## config.mk

```make
export PLATFORM = sky130hd
export DESIGN_NAME = cpu_if_sched
export DESIGN_NICKNAME = d
export VERILOG_FILES = /design/src/rtl/cpu_if_sched.sv
export SDC_FILE = /design/constraint.sdc
export NUM_CORES = 1
export LEC_CHECK = 0
export ABC_CLOCK_PERIOD_IN_PS = 2300
export CAP_MARGIN = 20
export CORE_MARGIN = 2
export CORE_UTILIZATION = 30
export CTS_CLUSTER_SIZE = 25
export DETAILED_ROUTE_END_ITERATION = 7
export HOLD_SLACK_MARGIN = 0.15
export PLACE_DENSITY = 0.55
export SETUP_SLACK_MARGIN = 0.05
export SYNTH_ARGS = -nofsm -noshare
export SYNTH_HDL_FRONTEND = slang
export SYNTH_SLANG_ARGS = --single-unit
```

## constraint.sdc

```tcl
create_clock -name clk -period 2.3 [get_ports clk]
set_input_delay 0.575 -clock clk [delete_from_list [all_inputs] [get_ports clk]]
set_output_delay 0.575 -clock clk [all_outputs]
set_load 0.01 [all_outputs]
```

## src/rtl/cpu_if_sched.sv

```systemverilog
// cpu_if_sched: round-robin scheduler of NREQ requesters onto one CPU-interface target with a per-access watchdog
//   clk, reset_l      : clock, asynchronous active-low reset
//   cfg_timeout       : watchdog window in cycles, 0 disables it
//   req / gnt / done  : per-requester request level, one-hot grant, one-hot completion pulse
//   bus_valid/bus_ack : access active at the target / target completion
//   err               : qualifies done, 1 = aborted by watchdog
//   cpu_if_timeout    : one-cycle pulse per aborted access
//   tmo_count         : saturating count of aborts since reset
module cpu_if_sched #(
    parameter int NREQ  = 4,
    parameter int TMO_W = 8
) (
    input  logic             clk,
    input  logic             reset_l,
    input  logic [TMO_W-1:0] cfg_timeout,
    input  logic [NREQ-1:0]  req,
    output logic [NREQ-1:0]  gnt,
    output logic             bus_valid,
    input  logic             bus_ack,
    output logic [NREQ-1:0]  done,
    output logic             err,
    output logic             cpu_if_timeout,
    output logic [7:0]       tmo_count
);
    localparam int PW = $clog2(NREQ);
    typedef enum logic [1:0] {IDLE, BUSY, RESP} state_t;
    state_t           state;
    logic [PW-1:0]    ptr;
    logic [PW-1:0]    sel;
    logic             any;
    logic [TMO_W-1:0] cnt;
    logic             tmo_hit;
    // Scan downward so the last hit kept is the nearest requester after ptr.
    always_comb begin
        sel = ptr;
        any = 1'b0;
        for (int i = NREQ; i >= 1; i--) begin
            if (req[(int'(ptr) + i) % NREQ]) begin
                sel = PW'((int'(ptr) + i) % NREQ);
                any = 1'b1;
            end
        end
    end
    assign tmo_hit = (cfg_timeout != '0) && (cnt == cfg_timeout - 1'b1);
    always_ff @(posedge clk or negedge reset_l) begin
        if (!reset_l) begin
            state          <= IDLE;
            ptr            <= PW'(NREQ - 1);
            cnt            <= '0;
            gnt            <= '0;
            bus_valid      <= 1'b0;
            done           <= '0;
            err            <= 1'b0;
            cpu_if_timeout <= 1'b0;
            tmo_count      <= '0;
        end else begin
            case (state)
                IDLE: begin
                    done           <= '0;
                    err            <= 1'b0;
                    cpu_if_timeout <= 1'b0;
                    if (any) begin
                        state     <= BUSY;
                        gnt       <= NREQ'(1) << sel;
                        bus_valid <= 1'b1;
                        cnt       <= '0;
                        ptr       <= sel;
                    end
                end
                BUSY: begin
                    // An ack in the watchdog's final cycle still completes cleanly.
                    if (bus_ack || tmo_hit) begin
                        state          <= RESP;
                        gnt            <= '0;
                        bus_valid      <= 1'b0;
                        done           <= gnt;
                        err            <= !bus_ack;
                        cpu_if_timeout <= !bus_ack;
                        if (!bus_ack && tmo_count != 8'hff) tmo_count <= tmo_count + 8'd1;
                    end else if (cnt != '1) begin
                        cnt <= cnt + 1'b1;
                    end
                end
                RESP: begin
                    state          <= IDLE;
                    done           <= '0;
                    err            <= 1'b0;
                    cpu_if_timeout <= 1'b0;
                end
                default: state <= IDLE;
            endcase
        end
    end
endmodule
```

==> results.cfg, run 1 <==
[outcome]
outcome = completed

[timing]
slew_headroom_pct = 74.4
fin_skew_ps = 4.96
setup_ws_ps = 112
holdWs_ps = 490
min_period_ps = 2190
fin_crit_sh_pct = 95.1
fin_tns_setup_ps = 0
hold_viol_final = 0
worst_slew_pin_slew_ps = 384
grt_setup_unrepaired = yes
setup_violations = 0
finalMaxSlewViolations = 0
fmax_mhz = 457

[layout]
layout.nets = 264
drive_gt1_share_pct = 30.8
design_area_sq_um = 2590
fill_cells = 522
layout_commonest_cell = dfrtp_1
final_cell_mix = dfrtp_1 (28), nand2_1 (27), clkdlybuf4s50_1 (26)
stdcell_count = 319
final_util_pct = 47.0
diodes = 0
area_delta_synth_final_pct = 50.8
multi_input_area_sq_um = 1030
seq_area_sq_um = 753

[power]
power_mw = 2.15
p_int_mw = 1.41
switching_share_pct = 34.1
ir_drop_v = 0.000363
static-leakage-power_nw = 1.11
p_clk_share_pct = 23.6
power_frac_comb_pct = 42.1
p_seq_share_pct = 34.3
power.density_nw_per_um2 = 829
power.switching_uw = 732

[floorplan]
core_area_sq_um = 5510
die_area_sq_um = 6350
die_w_um = 79.7
num_io_pins = 34
die_h_um = 79.7
start_util_pct = 31.2
fp-row-count = 27

[setup_path]
cp_slowest_stage_delay_ps = 360
slowest_stage = or3_4
rrSetupSlack_ps = 310
critPathLaunchType = primary input
path_max_fanout = 7
cp-end-kind = register
crit_buf_inv = 3
crit_chain = dlygate4sd2_1 -> buf_4 -> xor2_1 -> and4b_1 -> o2bb2ai_4 -> o22ai_4 -> buf_6 -> or3_4 -> a21oi_2
criticalPathCategory = primary input to register
crit_required_ps = 2520
arrival_ps = 2410
crit_family = simple AND/OR/NAND/NOR gates

[global_route]
met2_usage_pct = 24.7
grt_util_met1_pct = 18.8
grt_usage_pct = 15.0
top_usage_layer = met2
grt_antenna_before_repair = 0
met3_usage_pct = 4.07
grt-ovfl-total = 0
grt_max_degree = 31
grt_pass1_wl_um = 7420
grt_pass1_vias = 1625

[synthesis]
yosys-top-cells-area = dfrtp_1 (41%), xnor2_1 (6.6%), nand2_1 (5.9%), o21ai_0 (4.1%), dfstp_2 (3.1%)
synth_top_area_share_pct = 40.8
seq_area_frac_synth_pct = 43.8
avgSynthCellArea_sq_um = 9.39
yosysWarnings = 0
yosysUniqueCellTypes = 43
syn_nets = 201
ys_ff_latch = 30
synth_area_sq_um = 1720
yosysTopAreaCell = dfrtp_1
syn_inst = 183

[placement]
dp_cells = 305
io_buffer_count = 33
hpwl_um = 2900
placed_area_sq_um = 2290
gp_congestion = 0.779
dp_slack_ps = -645

[clock_network]
clock_latency_ps = 280
ctsHoldBuffers = 0
path_clk_slew_ps = 70
clkSinkCount = 30
cts_tree = yes
cts-root-buf = clkbuf_8
htreeDepth = 2
numCtsBuffers = 5
clockBufferDepth = 2

[route]
avgViaCountPerCell = 4.88
avgRoutedWirePerCell_um = 13.2
drt_iter0_drc = 65
postRouteAntennaNets = 0
drc_errors = 0
vias = 1557
drt_wl_total_um = 4210
first_pass_iters = 4

[flow_run]
drv_cap = 0

[min_path]
hold_path_class = register to register
[synth_stat cells (all sizes together)]
cell type,instances
and4b,1
mux2,2
a311oi,1
nor2b,2
or3,4
o31ai,1
a211o,1
xnor2,13
o32ai,4
o221a,1
a31o,1
o31a,1
ha,3
o21ai,15
clkbuf,2
o22ai,1
nor2,9
nand2,27
or4,1
nor4,2
a31oi,1
xor2,3
nor3,3
mux2i,3
nand4,8
inv,9
buf,4
nand2b,6
dfstp,2
dfrtp,28
nand3,5
a21oi,10
a221oi,1
and3,5
a211oi,1
or2,1
o2bb2ai,1
[worst register-to-register path, cell delays in order (launching register included)]
cell	delay, ps
dfrtp_1	430
ha_1	240
and3_1	210
nand3_1	100
nand2_1	90
nand2_1	150
buf_4	130
nand4_1	110
or3_4	350
a21oi_2	130
[cell type report]
type	count	share of cell area (%)
well taps	72	3.48
inverters	9	1.30
flip-flops and latches	30	29.1
multi-input cells	138	39.8
repair buffers	62	22.1
clock buffers	8	4.25
[kinds of logic after synthesis]
group,Yosys count,synth area share [%]
flops,30,43.8
mux,5,3.06
buf+inv,15,3.71
compound gates,40,15.8
xor+xnor,16,8.16
simple gates,74,23.2
fa+ha+maj,3,2.19
[layer usage]
layer | vias up | part of all wire (%)
met5 | - | 0
met4 | 0 | 1.8
met3 | 9 | 2.9
met2 | 23 | 49
met1 | 744 | 46
li1 | 781 | -
[flip-flops by register name, indices dropped and copies added, names as in the netlist]
signal          flops
bus_valid           1
cnt                 8
cpu_if_timeout      1
done                4
gnt                 4
ptr                 2
state               2
tmo_count           8
[power by group through the flow]
stage	sequential, mW	clock (mW)	combinational, mW
final	0.736	0.506	0.904
after CTS	0.739	0.521	0.909
after global placement	0.744	0	0.807
after global routing	0.756	0.546	1.00
after floorplan	0.730	0	0.431
after detailed placement	0.744	0	0.813
[repair_timing]
action,CTS,global route
buffers inserted,5,1
pin swaps,16,11
resized for setup,29,17
endpoints found under the setup margin,28,26
[path summary, 6_finish.rpt]
kind	from	cells past startpoint	to
worst max-delay path	cfg_timeout[4]	9	cnt[6]
worst min-delay path	ptr[0]	2	ptr[0]
worst max register to register	cnt[0]	9	cnt[6]
worst min register to register	ptr[0]	2	ptr[0]
max in group asynchronous	reset_l	2	ptr[0]
min in group asynchronous	reset_l	2	cnt[7]
Power figures use the tool's default switching activity.
==> run 2, diff against run 1 <==
CTS_CLUSTER_DIAMETER = 100   (was default)
==> results of run 2 <==
No change in the layout: final DEF, timing and power equal those of run 1.
==> run 3, diff against run 2 <==
CORE_UTILIZATION = 45   (was 30)
CTS_CLUSTER_DIAMETER = 150   (was 100)
PLACE_DENSITY = 0.75   (was 0.55)
==> results.cfg, run 3 (synthesis results as in run 1) <==
[floorplan]
num_io_pins = 34
fp-row-count = 22
core_area_sq_um = 3660
die_h_um = 65.8
die_w_um = 65.8
die_area_sq_um = 4330
start_util_pct = 46.9

[timing]
fin_skew_ps = 10.6
hold_viol_final = 0
worst_slew_pin_slew_ps = 408
fmax_mhz = 462
setup_violations = 0
fin_crit_sh_pct = 94.0
slew_headroom_pct = 72.8
finalMaxSlewViolations = 0
fin_tns_setup_ps = 0
grt_setup_unrepaired = yes
min_period_ps = 2160

[setup_path]
arrival_ps = 2320
reg2reg_from = cnt[4]
rr_endpoint = tmo_count[1]
rrSetupSlack_ps = 310
path_max_fanout = 4
critPathLaunchType = primary input
crit_required_ps = 2460
cp-end-kind = register
reg2reg_depth = 6
criticalPathCategory = primary input to register

[global_route]
grt_antenna_before_repair = 0
grt_pass1_vias = 1540
grt_pass1_wl_um = 7040
grt_usage_pct = 21.4
grt-ovfl-total = 0
grt_max_degree = 31

[placement]
gp_congestion = 0.841
io_buffer_count = 33
hpwl_um = 2800
placed_area_sq_um = 2260

[clock_network]
cts_tree = yes
htreeDepth = 2
path_clk_slew_ps = 60
numCtsBuffers = 5
cts-root-buf = clkbuf_8
clock_latency_ps = 280
clkSinkCount = 30
clockBufferDepth = 2
ctsHoldBuffers = 0

[power]
p_int_mw = 1.32
static-leakage-power_nw = 1.12
power.density_nw_per_um2 = 801
ir_drop_v = 0.000490
power_frac_comb_pct = 42.8
switching_share_pct = 35.9
power.switching_uw = 740
p_clk_share_pct = 21.3
p_seq_share_pct = 35.9
power_mw = 2.06

[route]
vias = 1570
avgViaCountPerCell = 5.27
first_pass_iters = 6
drt_wl_total_um = 4220
postRouteAntennaNets = 0
drt_iter0_drc = 59
avgRoutedWirePerCell_um = 14.2
drc_errors = 0

[outcome]
outcome = completed

[layout]
layout.nets = 267
top_regs = cnt (8), tmo_count (8)
design_area_sq_um = 2570
final_util_pct = 70.3
final_cell_mix = dfrtp_1 (28), buf_4 (28), nand2_1 (26), clkdlybuf4s50_1 (26), o21ai_0 (13)
drive_gt1_share_pct = 33.6
diodes = 0
area_delta_synth_final_pct = 49.7

[flow_run]
drv_cap = 0

[min_path]
holdCritStartpoint = tmo_count[4]
hold_end = tmo_count[4]
hold_depth = 1
hold_path_class = register to register
[run 3: what timing repair did]
item,4_1_cts,5_1_grt
buffers inserted,4,5
setup endpoints to repair,28,28
pin swaps,13,16
resized for setup,29,28
[run 3: how the worst max path moves through the flow]
stage / startpoint / end / slack [ps] / cells past startpoint
2_1_floorplan: cfg_timeout[0] / cnt[7] / 50 / 9
4_1_cts: cfg_timeout[0] / cnt[3] / 50 / 11
5_1_grt: cfg_timeout[1] / tmo_count[4] / 40 / 11
6_report: cfg_timeout[7] / tmo_count[1] / 140 / 8
3_5_place_dp: cfg_timeout[1] / tmo_count[1] / -570 / 9
3_3_place_gp: cfg_timeout[0] / cnt[7] / -570 / 10
[run 3: metal layers]
layer	wire length [um]	track usage (%)	vias to the layer above
li1	-	-	785
met1	1840	26.1	747
met2	2170	37.4	32
met3	150	4.77	6
met4	63	7.03	0
met5	0	0	-
[run 3: per-stage QoR]
step / hold slack (ps) / setup WS (ps) / cells
floorplan: 279 / 46.3 / 183
global placement: 476 / -570 / 281
detailed placement: 484 / -573 / 281
CTS: 495 / 52.6 / 293
global route: 514 / 39.8 / 298
finish: 482 / 137 / 298
[run 3: critical path: stages]
cell	delay, ps
clkdlybuf4s50_1	460
nand2b_1	180
o21ai_2	160
nand3_2	130
o2bb2ai_4	170
nor3_4	210
buf_4	160
mux2_4	280
[run 3: layout make-up]
| class | instances | area (sq um) |
|---|---|---|
| clock buffers | 6 | 82.6 |
| clock inverters | 2 | 12.5 |
| fillers | 292 | 1090 |
| inverters | 9 | 33.8 |
| multi-input cells | 138 | 1080 |
| flip-flops and latches | 30 | 753 |
| well taps | 48 | 60.1 |
| repair buffers | 65 | 551 |
[run 3: power by group through the flow]
stage	sequential [mW]	combinational [mW]	clock (mW)
4_1_cts	0.739	0.861	0.450
3_5_place_dp	0.741	0.802	0
2_1_floorplan	0.730	0.431	0
5_1_grt	0.759	0.970	0.475
6_report	0.740	0.883	0.438
3_3_place_gp	0.741	0.787	0
